[src/rtl/iir_notch_pkg.sv]
// iir_notch_pkg: shared FSM state type, centre-frequency codes and default timing for the notch controller
package iir_notch_pkg;
  typedef enum logic [1:0] {RUN, FLUSH, CLEAR, SETTLE} state_t;
  localparam logic FC_1MHZ = 1'b0;
  localparam logic FC_2P4MHZ = 1'b1;
  localparam int DEF_DIV = 3;
  localparam int DEF_FLUSH_SAMPLES = 4;
  localparam int DEF_SETTLE_SAMPLES = 8;
endpackage

[src/rtl/iir_notch_ctrl_strobe.sv]
// sample_strobe_gen: free-running divide-by-DIV strobe; ports clk, rst in, sample_en out (high when count==DIV-1)
module sample_strobe_gen
  import iir_notch_pkg::*;
#(
  parameter int DIV = DEF_DIV
) (
  input  logic clk,
  input  logic rst,
  output logic sample_en
);
  localparam int CW = $clog2(DIV);
  logic [CW-1:0] cnt;
  always_ff @(posedge clk)
    if (rst) cnt <= '0;
    else cnt <= sample_en ? '0 : cnt + 1'b1;
  assign sample_en = cnt == CW'(DIV - 1);
endmodule

[src/rtl/iir_notch_ctrl.sv]
// iir_notch_ctrl: notch filter sequencer; strobe, glitch-free centre-frequency switch (mute/flush/clear/settle), output bypass
// ports: clk, rst; cfg_valid/cfg_fc/cfg_ready request handshake; bypass; x_in, filt_out in;
//        filt_in, filt_fc, filt_clr, sample_en, x_out, busy, switch_done out
module iir_notch_ctrl
  import iir_notch_pkg::*;
#(
  parameter int DATA_WIDTH = 16,
  parameter int DIV = DEF_DIV,
  parameter int FLUSH_SAMPLES = DEF_FLUSH_SAMPLES,
  parameter int SETTLE_SAMPLES = DEF_SETTLE_SAMPLES
) (
  input  logic                         clk,
  input  logic                         rst,
  input  logic                         cfg_valid,
  input  logic                         cfg_fc,
  output logic                         cfg_ready,
  input  logic                         bypass,
  input  logic signed [DATA_WIDTH-1:0] x_in,
  input  logic signed [DATA_WIDTH-1:0] filt_out,
  output logic signed [DATA_WIDTH-1:0] filt_in,
  output logic                         filt_fc,
  output logic                         filt_clr,
  output logic                         sample_en,
  output logic signed [DATA_WIDTH-1:0] x_out,
  output logic                         busy,
  output logic                         switch_done
);
  localparam int MAXS = FLUSH_SAMPLES > SETTLE_SAMPLES ? FLUSH_SAMPLES : SETTLE_SAMPLES;
  localparam int CW = $clog2(MAXS + 1);
  state_t state, state_n;
  logic [CW-1:0] cnt, cnt_n;
  logic pend_fc, pend_n, done_n, accept;
  sample_strobe_gen #(.DIV(DIV)) u_strobe (.clk(clk), .rst(rst), .sample_en(sample_en));
  assign cfg_ready = state == RUN;
  assign busy = !cfg_ready;
  assign accept = cfg_valid && cfg_ready;
  assign filt_clr = state == CLEAR;
  // the filter sees silence while its old-frequency state drains, including the clear cycle
  assign filt_in = (state == FLUSH || state == CLEAR) ? '0 : x_in;
  always_comb begin
    state_n = state;
    cnt_n = cnt;
    pend_n = pend_fc;
    done_n = 1'b0;
    unique case (state)
      RUN:
        if (accept) begin
          done_n = cfg_fc == filt_fc;
          if (cfg_fc != filt_fc) begin
            pend_n = cfg_fc;
            cnt_n = CW'(FLUSH_SAMPLES);
            state_n = FLUSH;
          end
        end
      FLUSH:
        if (sample_en) begin
          cnt_n = cnt - 1'b1;
          state_n = cnt == CW'(1) ? CLEAR : FLUSH;
        end
      CLEAR: begin
        cnt_n = CW'(SETTLE_SAMPLES);
        state_n = SETTLE;
      end
      SETTLE:
        if (sample_en) begin
          cnt_n = cnt - 1'b1;
          done_n = cnt == CW'(1);
          state_n = cnt == CW'(1) ? RUN : SETTLE;
        end
    endcase
  end
  always_ff @(posedge clk)
    if (rst) begin
      state <= RUN;
      cnt <= '0;
      pend_fc <= FC_1MHZ;
      filt_fc <= FC_1MHZ;
      x_out <= '0;
      switch_done <= 1'b0;
    end else begin
      state <= state_n;
      cnt <= cnt_n;
      pend_fc <= pend_n;
      switch_done <= done_n;
      if (state == CLEAR) filt_fc <= pend_fc;
      if (sample_en) x_out <= bypass ? x_in : (state == RUN ? filt_out : '0);
    end
endmodule

[config.mk]
export PLATFORM = sky130hd
export DESIGN_NAME = iir_notch_ctrl
export DESIGN_NICKNAME = d
export VERILOG_FILES = /design/src/rtl/iir_notch_pkg.sv /design/src/rtl/iir_notch_ctrl_strobe.sv /design/src/rtl/iir_notch_ctrl.sv
export SDC_FILE = /design/constraint.sdc
export NUM_CORES = 1
export LEC_CHECK = 0
export ABC_AREA = 1
export CAP_MARGIN = 0
export CORE_ASPECT_RATIO = 1.4
export CORE_UTILIZATION = 43
export CTS_CLUSTER_DIAMETER = 30
export DETAILED_ROUTE_END_ITERATION = 8
export PLACE_DENSITY = 0.95
export SYNTH_ARGS = -nofsm -noshare
export SYNTH_HDL_FRONTEND = slang
export SYNTH_SLANG_ARGS = --single-unit
export TNS_END_PERCENT = 50
[constraint.sdc]
create_clock -name clk -period 5 [get_ports clk]
set_input_delay 1.25 -clock clk [delete_from_list [all_inputs] [get_ports clk]]
set_output_delay 1.25 -clock clk [all_outputs]
set_load 0.02 [all_outputs]
* Word-level counts from Yosys, hierarchy flattened *
Index checks and enable logic that the tools add are counted.

word-level totals
  bits in registers = 27
  latch bits = 0
  RAM bits = 0
  memory bits (read-only) = 0
  input port bits = 37
  output and inout bits = 38
  logic and storage cells = 47
  memories = 0

cells by class
  add/subtract/negate cells = 2
  $mul = 0
  divide/modulo/power cells = 0
  magnitude comparators = 0
  equal/unequal tests = 12
  shifts and indexed selects = 0
  muxes and demuxes = 17
  bitwise gates (word level) = 0
  reductions and logical operators = 9

operators with widths
  kind                                                   count
  two-way mux 16 bit                                     3
  two-way mux 2 bit                                      6
  two-way mux 4 bit                                      3
  one-hot mux 4 bit (3 select lines)                     1
  inequality test 2 x 1 -> 1 bit, second input constant  5
  one-hot mux 2 bit (4 select lines)                     1
  == test 2 bit, second input constant                   3
  AND reduction 3 bit                                    2
  == test 4 x 1 -> 1 bit, second input constant          1
  AND reduction 4 bit                                    1
  OR reduction 2 bit                                     2
  subtractor 4 x 1 -> 4 bit, second input constant       1
  adder 2 x 1 -> 2 bit, second input constant            1
  == test 2 x 1 -> 1 bit, second input constant          1
  zero test 2 bit                                        1
  two-way mux 1 bit                                      2
  one-hot mux 1 bit (2 select lines)                     1
  == test 1 bit                                          1
  logical AND 1 bit                                      1
  zero test 1 bit                                        1
  logical OR 1 bit                                       1
  inequality test 1 bit                                  1

* Depth between registers and ports, before layout *
  depth in word-level cells = 4
  depth in mapped cells = 9

* Modules after synthesis *
From an unflattened synthesis, not the netlist that was laid out.

second synthesis, totals
  cells, all modules = 231
  area, all modules = 1575.3 um2

by module, submodules not included
  module             instances  cells each  area each (um2)  seq. area each (um2)
  iir_notch_ctrl     1          222         1500.2           500.5
  sample_strobe_gen  1          9           75.1             40.0

* Worst setup path after synthesis *
No wires, ideal clock.

  path kind = input-to-output
  from = input x_in[0]
  to = output filt_in[0]
  arrival time = 1.550 ns
  setup slack = 2.200 ns
  stages = 2
  buffers on the path = 0
  cells stage by stage = inv_1 nor2_1

between the ends
  word-level cells in the longest chain between the ends = 1

RTL lines
  what                line                  source
  from (decl)         iir_notch_ctrl.sv:18  input logic signed [DATA_WIDTH-1:0] x_in,
  two-way mux 16 bit  iir_notch_ctrl.sv:39  assign filt_in = (state == FLUSH || state == CLEAR) ? '0 : x_in;
  to (decl)           iir_notch_ctrl.sv:20  output logic signed [DATA_WIDTH-1:0] filt_in,

No other way between the ends.

* Worst setup path after layout *
  from = input x_in[15]
  to = output filt_in[15]

The elaborated chain is that of the path after synthesis.

==> out/metrics.yaml <==
clock_tree:
  cts-buffers-inserted: 3
  postCtsHoldBufs: 0
  post-cts-setup-buffer-count: 0
  cts.reportedPaths.clkPinSlew_ps: 90
  clk_latency_ps: 270
  cts.root.buffer_cell: "clkbuf_8"
  tritoncts: "done"
  cts_buffer_depth: 2
  htree_levels: 1
  cts_resized: 0
  cts_sinks: 27
floorplanning:
  start_util_pct: 46.38
  num_io_pins: 75
  core_um2: 3183
  die_h_um: 71.33
  fp.dieW_um: 51.52
  rows: 24
  die_area_um2: 3675
placement:
  hpwl_um: 3088
  placedCellCount: 325
  dp_slack_ps: 1230
  port-buffer-count: 74
  place_congestion: 0.9206
sta:
  relSlewSlack_pct: 52.29
  tns_ps: 0
  setup_viol: 0
  period_share_pct: 75.16
  slew_viol_final: 0
  setup_slack_ps: 1242
  fin_crit_ps: 3758
  hold_violations: 0
  fin_worst_skew_ps: 3.331
  tightest_slew_ps: 713.4
  timing.fmax_mhz: 266.1
  rsz0062_at_grt: "no"
global_route:
  grt.overflow.total: 0
  grt_pass1_wl_um: 6886
  grt_usage_pct: 24.03
  grt_pass1_vias: 1650
  antenna_found_initial: 0
  grt_max_degree: 22
setup_path:
  critical_path_class: "in -> out"
  startpoint: "x_in[15]"
  rr_startpoint: "u_strobe.cnt[0]$_SDFF_PP0_"
  critPathArrivalTime_ps: 2510
  end_kind: "output port"
  crit_path_max_fanout: 2
  start_kind: "input pin"
  crit_required_ps: 3750
pwr:
  vdd_drop_max_mv: 0.4114
  powerDensity_nw_per_um2: 545.2
  power_leakage_nw: 1.011
yosys:
  synth_cell_types: 19
  ys_seq_area_share_pct: 36.61
  synth_cells: 222
  synth_flop_cell: "dfxtp_1"
  syn_nets: 267
  synth-seq-cells: 27
  synth_common_cells: "nand2_1 (42), a21oi_1 (38), inv_1 (31)"
  async_reset_ff_share_pct: 0
  ys_top_cells_by_area: "dfxtp_1 (37%), a21oi_1 (13%), nand2_1 (11%), inv_1 (7.9%), ha_1 (6.8%)"
  syn_area_um2: 1476
  synth.avg_cell_area_um2: 6.651
  yosysWarnings: 0
  yosysMostFrequentCell: "nand2_1"
  synth_top_area_share_pct: 36.61
  yosysTopAreaCell: "dfxtp_1"
  synth-edff-count: 0
detailed_routing:
  vias: 1671
  top_layer: "met4"
  drc: 0
  dr_wl_met3_um: 304
  wl_met1_um: 1531
  viasPerCell: 5.079
  first_pass_iters: 4
  wl_um: 4050
  routed-wl-met2_um: 2201
  wl_per_cell_um: 12.31
  dr.first_iter.drc_count: 48
  postRouteAntennaNets: 0
job:
  cap_violations: 0
final_layout:
  num-nets-final: 336
  instances_no_fill: 329
  areaGrowthSynthToFinish_pct: 53.14
  n_antenna_cell: 0
  utilization_pct: 71.03
  drive_gt1_share_pct: 2.759
min_path:
  hold_path.class: "reg -> reg"
  holdCritStartpoint: "u_strobe.cnt[0]$_SDFF_PP0_"
outcome:
  status: "complete, no violations"
cells by family after synthesis:
family | after synthesis | share of synthesized area, %
AND/OR/NAND/NOR | 87 | 25.34
buffers and inverters | 43 | 11.78
AO/OA/AOI/OAI | 57 | 19.49
adder cells (fa/ha/maj) | 8 | 6.780
flip-flops | 27 | 36.61
power breakdown:
part | total [mW] | leakage (nW) | internal, mW | switching [mW]
logic | 0.816 | 0.768 | 0.340 | 0.476
clock network | 0.122 | 0.0228 | 0.0570 | 0.0649
registers | 0.295 | 0.221 | 0.264 | 0.0313
area by class of cell:
type | instances | area (um2)
timing repair buffer | 74 | 740.7
sequential | 27 | 540.5
clock buffer | 4 | 45.04
inverter | 33 | 123.9
multi-input combinational | 152 | 762.0
tap | 39 | 48.80
fill | 270 | 922.1
cells in the final DEF, fill, tap and decap left out:
master,synthesis,layout
a21oi_1,38,38
inv_2,2,2
clkbuf_1,2,1
nor2_4,1,1
nand3_1,13,13
dfxtp_1,27,27
inv_1,31,31
nor3_1,2,2
clkbuf_8,0,3
nor2_1,26,26
a211oi_1,1,1
clkdlybuf4s50_1,0,74
o21ai_0,18,18
ha_1,8,8
nand3_4,1,1
nand2_1,42,42
nand4_1,1,1
or2_4,1,1
routing by layer:
metal,vias up,GRT usage (%)
met1,764,25.96
met2,60,45.60
li1,845,-
met3,2,7.219
met4,0,3.303
met5,-,0
worst paths after layout:
| check | slack (ps) | endpoint | depth (start not counted) |
|---|---|---|---|
| hold / removal | 440 | u_strobe.cnt[0]$_SDFF_PP0_ | 1 |
| setup reg to reg | 3020 | state[1]$_SDFFE_PP0P_ | 7 |
| setup / recovery | 1240 | filt_in[15] | 4 |
| hold reg to reg | 440 | u_strobe.cnt[0]$_SDFF_PP0_ | 1 |
flip-flops by register name (all words and copies together) (netlist names):
| signal | flops |
|---|---|
| state | 2 |
| x_out | 16 |
| u_strobe.cnt | 2 |
| pend_fc | 1 |
| filt_fc | 1 |
| cnt | 4 |
| switch_done | 1 |
stage by stage:
| step | instance area, um2 | power [mW] | hold slack [ps] |
|---|---|---|---|
| floorplan | 1476 | 0.7905 | 397.5 |
| global placement | 2216 | 1.093 | 407.4 |
| finish | 2261 | 1.233 | 437.1 |
| detailed placement | 2216 | 1.112 | 427.7 |
| global route | 2261 | 1.325 | 475.2 |
| CTS | 2261 | 1.234 | 440.2 |
critical path, cell delays in order:
cell and delay (ps):
clkdlybuf4s50_1 470, inv_1 40, nor2_1 100, clkdlybuf4s50_1 630
Power figures use the tool's default switching activity.
